[src/rtl/rpm_pkg.sv]
// Shared constants for the spinner rate stage: FSM state encodings, default
// ramp settings and the half-period constant used by the phase accumulator.
package rpm_pkg;

    localparam int RPM_MAX_DEFAULT  = 200;
    localparam int RAMP_DIV_DEFAULT = 5_000_000;

    typedef logic [1:0] rpm_state_t;

    localparam rpm_state_t IDLE      = 2'd0;
    localparam rpm_state_t RAMP_UP   = 2'd1;
    localparam rpm_state_t CRUISE    = 2'd2;
    localparam rpm_state_t RAMP_DOWN = 2'd3;

    // Accumulator units per clk_step half period: one RPM unit added per clock.
    function automatic longint unsigned rpm_half(input longint unsigned clk_hz,
                                                 input longint unsigned steps_per_rev);
        return (clk_hz * 64'd60) / (64'd2 * steps_per_rev);
    endfunction

endpackage

[src/rtl/rpm_phase_acc.sv]
// Fractional phase accumulator turning an RPM value into a 50% duty step clock
// plus a one-cycle pulse on each rising edge of that clock.
module rpm_phase_acc #(
    parameter int              ACC_W = 28,
    parameter longint unsigned HALF  = 125_000_000
) (
    input  logic       clk_50MHz,
    input  logic       rst,
    input  logic [7:0] rpm,
    output logic       clk_step,
    output logic       step_tick
);

    localparam logic [ACC_W-1:0] HALF_W = ACC_W'(HALF);

    logic [ACC_W-1:0] acc_reg;
    logic [ACC_W-1:0] acc_sum;
    logic [ACC_W-1:0] acc_next;
    logic             toggle;
    logic             clk_step_reg;
    logic             step_tick_reg;

    // The remainder after subtracting HALF is kept so the average rate is exact;
    // with rpm == 0 the sum never reaches HALF and the phase simply holds.
    always_comb begin
        acc_sum  = acc_reg + ACC_W'(rpm);
        toggle   = (acc_sum >= HALF_W);
        acc_next = toggle ? (acc_sum - HALF_W) : acc_sum;
    end

    always_ff @(posedge clk_50MHz or posedge rst) begin
        if (rst) begin
            acc_reg       <= '0;
            clk_step_reg  <= 1'b0;
            step_tick_reg <= 1'b0;
        end else begin
            acc_reg       <= acc_next;
            clk_step_reg  <= clk_step_reg ^ toggle;
            step_tick_reg <= toggle & ~clk_step_reg;
        end
    end

    assign clk_step  = clk_step_reg;
    assign step_tick = step_tick_reg;

endmodule

[src/rtl/rpm_step_generator.sv]
// Slew-limited RPM ramp feeding a phase accumulator that clocks the 12-step
// spinner. Define RPM_BCD_EN to add the rpm_bcd display output.
module rpm_step_generator
    import rpm_pkg::*;
#(
    parameter int CLK_HZ        = 50_000_000,
    parameter int STEPS_PER_REV = 12,
    parameter int RPM_MAX       = RPM_MAX_DEFAULT,
    parameter int RAMP_DIV      = RAMP_DIV_DEFAULT,
    parameter int ACC_W         = 28
) (
    input  logic        clk_50MHz,
    input  logic        rst,
    input  logic        enable,
    input  logic [7:0]  rpm_target,
    output logic        clk_step,
    output logic        step_tick,
    output logic [7:0]  rpm_current,
    output logic        at_speed
`ifdef RPM_BCD_EN
    ,
    output logic [11:0] rpm_bcd
`endif
);

    localparam longint unsigned HALF    = rpm_half(64'(CLK_HZ), 64'(STEPS_PER_REV));
    localparam logic [7:0]      RPM_CAP = 8'(RPM_MAX);
    localparam int              RC_W    = (RAMP_DIV > 1) ? $clog2(RAMP_DIV) : 1;

    logic [7:0]      tgt_next;
    logic [7:0]      tgt_reg;
    logic [RC_W-1:0] ramp_cnt_reg;
    logic            ramp_tick;
    rpm_state_t      state_reg;
    rpm_state_t      state_next;
    logic [7:0]      rpm_reg;
    logic [7:0]      rpm_next;

    always_comb begin
        tgt_next = 8'd0;
        if (enable) begin
            tgt_next = (rpm_target > RPM_CAP) ? RPM_CAP : rpm_target;
        end
    end

    assign ramp_tick = (ramp_cnt_reg == RC_W'(RAMP_DIV - 1));

    // Direction is re-decided from tgt on every tick, so a target change during
    // a ramp reverses or stops it on the very next step.
    always_comb begin
        state_next = state_reg;
        rpm_next   = rpm_reg;
        if (ramp_tick) begin
            if (tgt_reg > rpm_reg) begin
                rpm_next   = rpm_reg + 8'd1;
                state_next = (rpm_next == tgt_reg) ? CRUISE : RAMP_UP;
            end else if (tgt_reg < rpm_reg) begin
                rpm_next = rpm_reg - 8'd1;
                if (rpm_next == tgt_reg) begin
                    state_next = (tgt_reg == 8'd0) ? IDLE : CRUISE;
                end else begin
                    state_next = RAMP_DOWN;
                end
            end else begin
                state_next = (rpm_reg == 8'd0) ? IDLE : CRUISE;
            end
        end
    end

    always_ff @(posedge clk_50MHz or posedge rst) begin
        if (rst) begin
            tgt_reg      <= 8'd0;
            ramp_cnt_reg <= '0;
            state_reg    <= IDLE;
            rpm_reg      <= 8'd0;
        end else begin
            tgt_reg      <= tgt_next;
            ramp_cnt_reg <= ramp_tick ? '0 : ramp_cnt_reg + 1'b1;
            state_reg    <= state_next;
            rpm_reg      <= rpm_next;
        end
    end

    assign rpm_current = rpm_reg;
    assign at_speed    = (state_reg == CRUISE);

    rpm_phase_acc #(
        .ACC_W (ACC_W),
        .HALF  (HALF)
    ) u_phase_acc (
        .clk_50MHz (clk_50MHz),
        .rst       (rst),
        .rpm       (rpm_reg),
        .clk_step  (clk_step),
        .step_tick (step_tick)
    );

`ifdef RPM_BCD_EN
    logic [19:0] bcd_shift;
    logic [11:0] rpm_bcd_reg;

    // Double dabble: hundreds/tens/ones live in [19:8], binary shifts out of [7:0].
    always_comb begin
        bcd_shift      = 20'd0;
        bcd_shift[7:0] = rpm_reg;
        for (int i = 0; i < 8; i++) begin
            if (bcd_shift[11:8] >= 4'd5)  bcd_shift[11:8]  = bcd_shift[11:8] + 4'd3;
            if (bcd_shift[15:12] >= 4'd5) bcd_shift[15:12] = bcd_shift[15:12] + 4'd3;
            if (bcd_shift[19:16] >= 4'd5) bcd_shift[19:16] = bcd_shift[19:16] + 4'd3;
            bcd_shift = bcd_shift << 1;
        end
    end

    always_ff @(posedge clk_50MHz or posedge rst) begin
        if (rst) begin
            rpm_bcd_reg <= 12'h000;
        end else begin
            rpm_bcd_reg <= bcd_shift[19:8];
        end
    end

    assign rpm_bcd = rpm_bcd_reg;
`endif

endmodule

[config.mk]
export PLATFORM = sky130hd
export DESIGN_NAME = rpm_step_generator
export DESIGN_NICKNAME = d
export VERILOG_FILES = /design/src/rtl/rpm_pkg.sv /design/src/rtl/rpm_phase_acc.sv /design/src/rtl/rpm_step_generator.sv
export SDC_FILE = /design/constraint.sdc
export NUM_CORES = 1
export LEC_CHECK = 0
export BUFFER_PORTS_ARGS = -buffer_cell sky130_fd_sc_hd__buf_2
export CORE_ASPECT_RATIO = 2
export CORE_MARGIN = 2
export CORE_UTILIZATION = 40
export CTS_CLUSTER_SIZE = 28
export DETAILED_ROUTE_END_ITERATION = 8
export SYNTH_ARGS = -nofsm -noshare
export SYNTH_HDL_FRONTEND = slang
export SYNTH_HIERARCHICAL = 1
export SYNTH_SLANG_ARGS = --single-unit
[constraint.sdc]
create_clock -name clk_50MHz -period 5.5 [get_ports clk_50MHz]
set_clock_uncertainty 0.15 [all_clocks]
set_input_delay 0.55 -clock clk_50MHz [delete_from_list [all_inputs] [get_ports clk_50MHz]]
set_output_delay 0.55 -clock clk_50MHz [all_outputs]
set_load 0.01 [all_outputs]
==> results.py <==
metrics = {
    "run_status": {
        "status": "complete, no violations",
    },
    "worst_setup_path": {
        "end_kind": "flop",
        "worst-setup-path-type": "flop to flop",
        "worstPathArrival_ns": 4.94,
        "r2r_setup_slack_ns": 0.67,
        "required_ns": 5.61,
        "critPathMaxFanout": 19,
        "start_kind": "flop",
    },
    "synth": {
        "synth_seq_area_share": 0.339,
        "yosys_register_bits": 71,
        "synth_area_per_cell_um2": 9.02,
        "synth_cell_type_count": 83,
        "synthFlopType": "dfrtp_1",
        "synthesis.nets": 615,
        "synth_edf_count": 0,
        "synth-async-reset-ratio": 1.00,
        "mappedNetlistArea_mm2": 0.00523,
        "yosysWarnings": 6,
        "synthCells": 580,
    },
    "floorplan": {
        "core_area_mm2": 0.0129,
        "fp.dieW_um": 84.9,
        "io_pins": 22,
        "placementRows": 59,
        "die_h_um": 166,
        "die-area_mm2": 0.0141,
        "start_util": 0.405,
    },
    "timing": {
        "setup_tns_ns": 0,
        "finalCritPeriodShare": 0.878,
        "setup_viol": 0,
        "hold_violations": 0,
        "clock.fmax_ghz": 0.207,
        "max-slew-margin-rel": 0.268,
        "fin_crit_ns": 4.83,
        "tightest_slew_ns": 1.09,
        "maxSlewViolCount": 0,
        "grt_setup_unrepaired": "false",
    },
    "layout": {
        "drive_gt1_frac": 0.122,
        "nets": 626,
        "final_cell_area_mm2": 0.00575,
        "area_growth_pct": 9.85,
        "largest_register_ffs": 28,
        "antenna_cells": 0,
    },
    "drt": {
        "drt-vias-per-instance": 5.90,
        "vias": 4412,
        "first_pass_iters": 5,
        "routed_wl_um": 13600,
        "drt-wirelength-per-cell_um": 18.2,
        "drc": 0,
        "drtIter0Drc": 154,
        "antenna_left": 0,
    },
    "clocking": {
        "clkSinkCount": 71,
        "h-tree-depth": 3,
        "cts-hold-fix-buffers": 0,
        "postCtsSetupBuffers": 0,
        "clock-root-buffer": "clkbuf_16",
        "clk_path_buf_depth": 2,
        "tritoncts": "yes",
        "path_clk_slew_ns": 0.06,
        "cts.repair.resized": 0,
        "numCtsBuffers": 9,
        "clk_latency_ns": 0.34,
    },
    "min_path": {
        "hold_path_class": "input pin to async pin",
    },
    "placement": {
        "dp_hpwl_um": 10300,
        "port_buffers": 21,
        "place_area_mm2": 0.00542,
        "place.gp.congestion": 0.909,
    },
    "grt": {
        "grt_pass1_wl_um": 22300,
        "grt_max_degree": 31,
        "antenna_found_initial": 0,
        "grt_pass1_vias": 4621,
        "grt_usage": 0.199,
        "grt_overflow_total": 0,
    },
    "power": {
        "power_density_mw_per_mm2": 218,
        "worst_ir_drop_vdd_uv": 134,
        "power.leakage_nw": 2.43,
    },
    "job": {
        "drv_cap": 0,
    },
}
layer usage:
layer  vias to the layer above  routed length (µm)  track usage  share of wire
li1                       2105                   -            -              -
met1                      2095                4860        0.197           0.36
met2                       143                7250        0.357           0.53
met3                        69                 439       0.0273          0.032
met4                         0                1060        0.161          0.078
met5                         -                   0            0              0
cells by family after synthesis:
family	synth area share
AND/OR/NAND/NOR	0.241
buffers and inverters	0.0483
multiplexers	0.00861
adder cells (fa/ha/maj)	0.0588
AO/OA/AOI/OAI	0.165
flip-flops	0.339
XOR/XNOR	0.139
power breakdown:
part           internal [W]  switching (W)   total, W
Clock              0.000404       0.000251   0.000655
Sequential         0.000525     0.00000550   0.000531
Combinational     0.0000246      0.0000432  0.0000678
area by class of cell:
class                           instances  area (µm²)
Fill cell                            1229        7170
Multi-Input combinational cell        457        3210
Sequential cell                        71        1780
Clock buffer                            9         225
Tap cell                              152         190
Timing Repair Buffer                   27         150
Clock inverter                          7         103
Inverter                               25        93.8
path summary, 6_finish.rpt:
kind,to,depth (start not counted),startpoint
max,u_phase_acc/acc_reg[12],18,rpm_current[0]
min,u_phase_acc/acc_reg[4],3,rst
max reg2reg,u_phase_acc/acc_reg[12],18,rpm_current[0]
min reg2reg,ramp_cnt_reg[4],1,ramp_cnt_reg[4]
max in group asynchronous,ramp_cnt_reg[2],3,rst
min in group clk_50MHz,tgt_reg[6],2,rpm_target[6]
synthesized netlist by cell type, types with 5 or more instances:
master    count  share of area
a21oi_1      20          0.019
a31oi_1       5         0.0060
and2_1       11          0.013
and3_1       16          0.019
and4_1        5         0.0084
buf_2        10         0.0096
buf_4         6         0.0086
clkbuf_1      8         0.0057
dfrtp_1      71           0.34
ha_1         23          0.055
inv_1        23          0.016
nand2_1      36          0.026
nand2b_1      5         0.0060
nand3_1      28          0.027
nand4_1      12          0.014
nor2_1       53          0.038
nor2b_1       7         0.0084
nor3_1       11          0.011
nor4_1        6         0.0072
o211ai_1      7          0.010
o21a_1        5         0.0072
o21ai_0      16          0.015
o21ai_1       5         0.0048
o21bai_1      5         0.0072
o22ai_1       7         0.0084
xnor2_1      56          0.094
xor2_1       27          0.045
through the flow:
| stage | setup slack [ns] | power (W) | util | hold WS (ns) | instances |
|---|---|---|---|---|---|
| after floorplan | 1.33 | 0.000584 | - | 0.289 | 580 |
| after global placement | 0.888 | 0.000607 | 0.420 | 0.316 | 732 |
| after detailed placement | 0.726 | 0.000607 | 0.420 | 0.320 | 732 |
| after CTS | 0.682 | 0.00126 | 0.445 | 0.179 | 748 |
| after global routing | 0.368 | 0.00129 | 0.445 | 0.205 | 748 |
| final | 0.672 | 0.00125 | 0.445 | 0.174 | 748 |
cells in the final DEF (no fill, tap or decap), types with 5 or more instances in the layout:
master	count
a21oi_1	20
a31oi_1	5
and2_1	11
and3_1	16
and4_1	5
buf_2	21
buf_4	6
clkbuf_16	9
dfrtp_1	71
ha_1	23
inv_1	23
nand2_1	36
nand2b_1	5
nand3_1	28
nand4_1	12
nor2_1	53
nor2b_1	7
nor3_1	11
nor4_1	5
o211ai_1	7
o21a_1	5
o21ai_0	16
o21ai_1	5
o21bai_1	5
o22ai_1	7
xnor2_1	56
xor2_1	27
critical path: stages (launching register included):
cell and delay (ns):
dfrtp_1 0.55, ha_1 0.24, inv_1 0.06, fa_1 0.40
nand2b_1 0.20, a21oi_1 0.20, a21boi_0 0.13, xnor2_1 0.20
inv_1 0.12, ha_1 0.16, or4b_2 0.58, o41ai_1 0.29
a32oi_1 0.13, o21ai_2 0.15, nand3_1 0.10, a31o_1 0.51
a211o_1 0.35, nand2_1 0.08, xor2_1 0.15
Power figures use the tool's default switching activity.
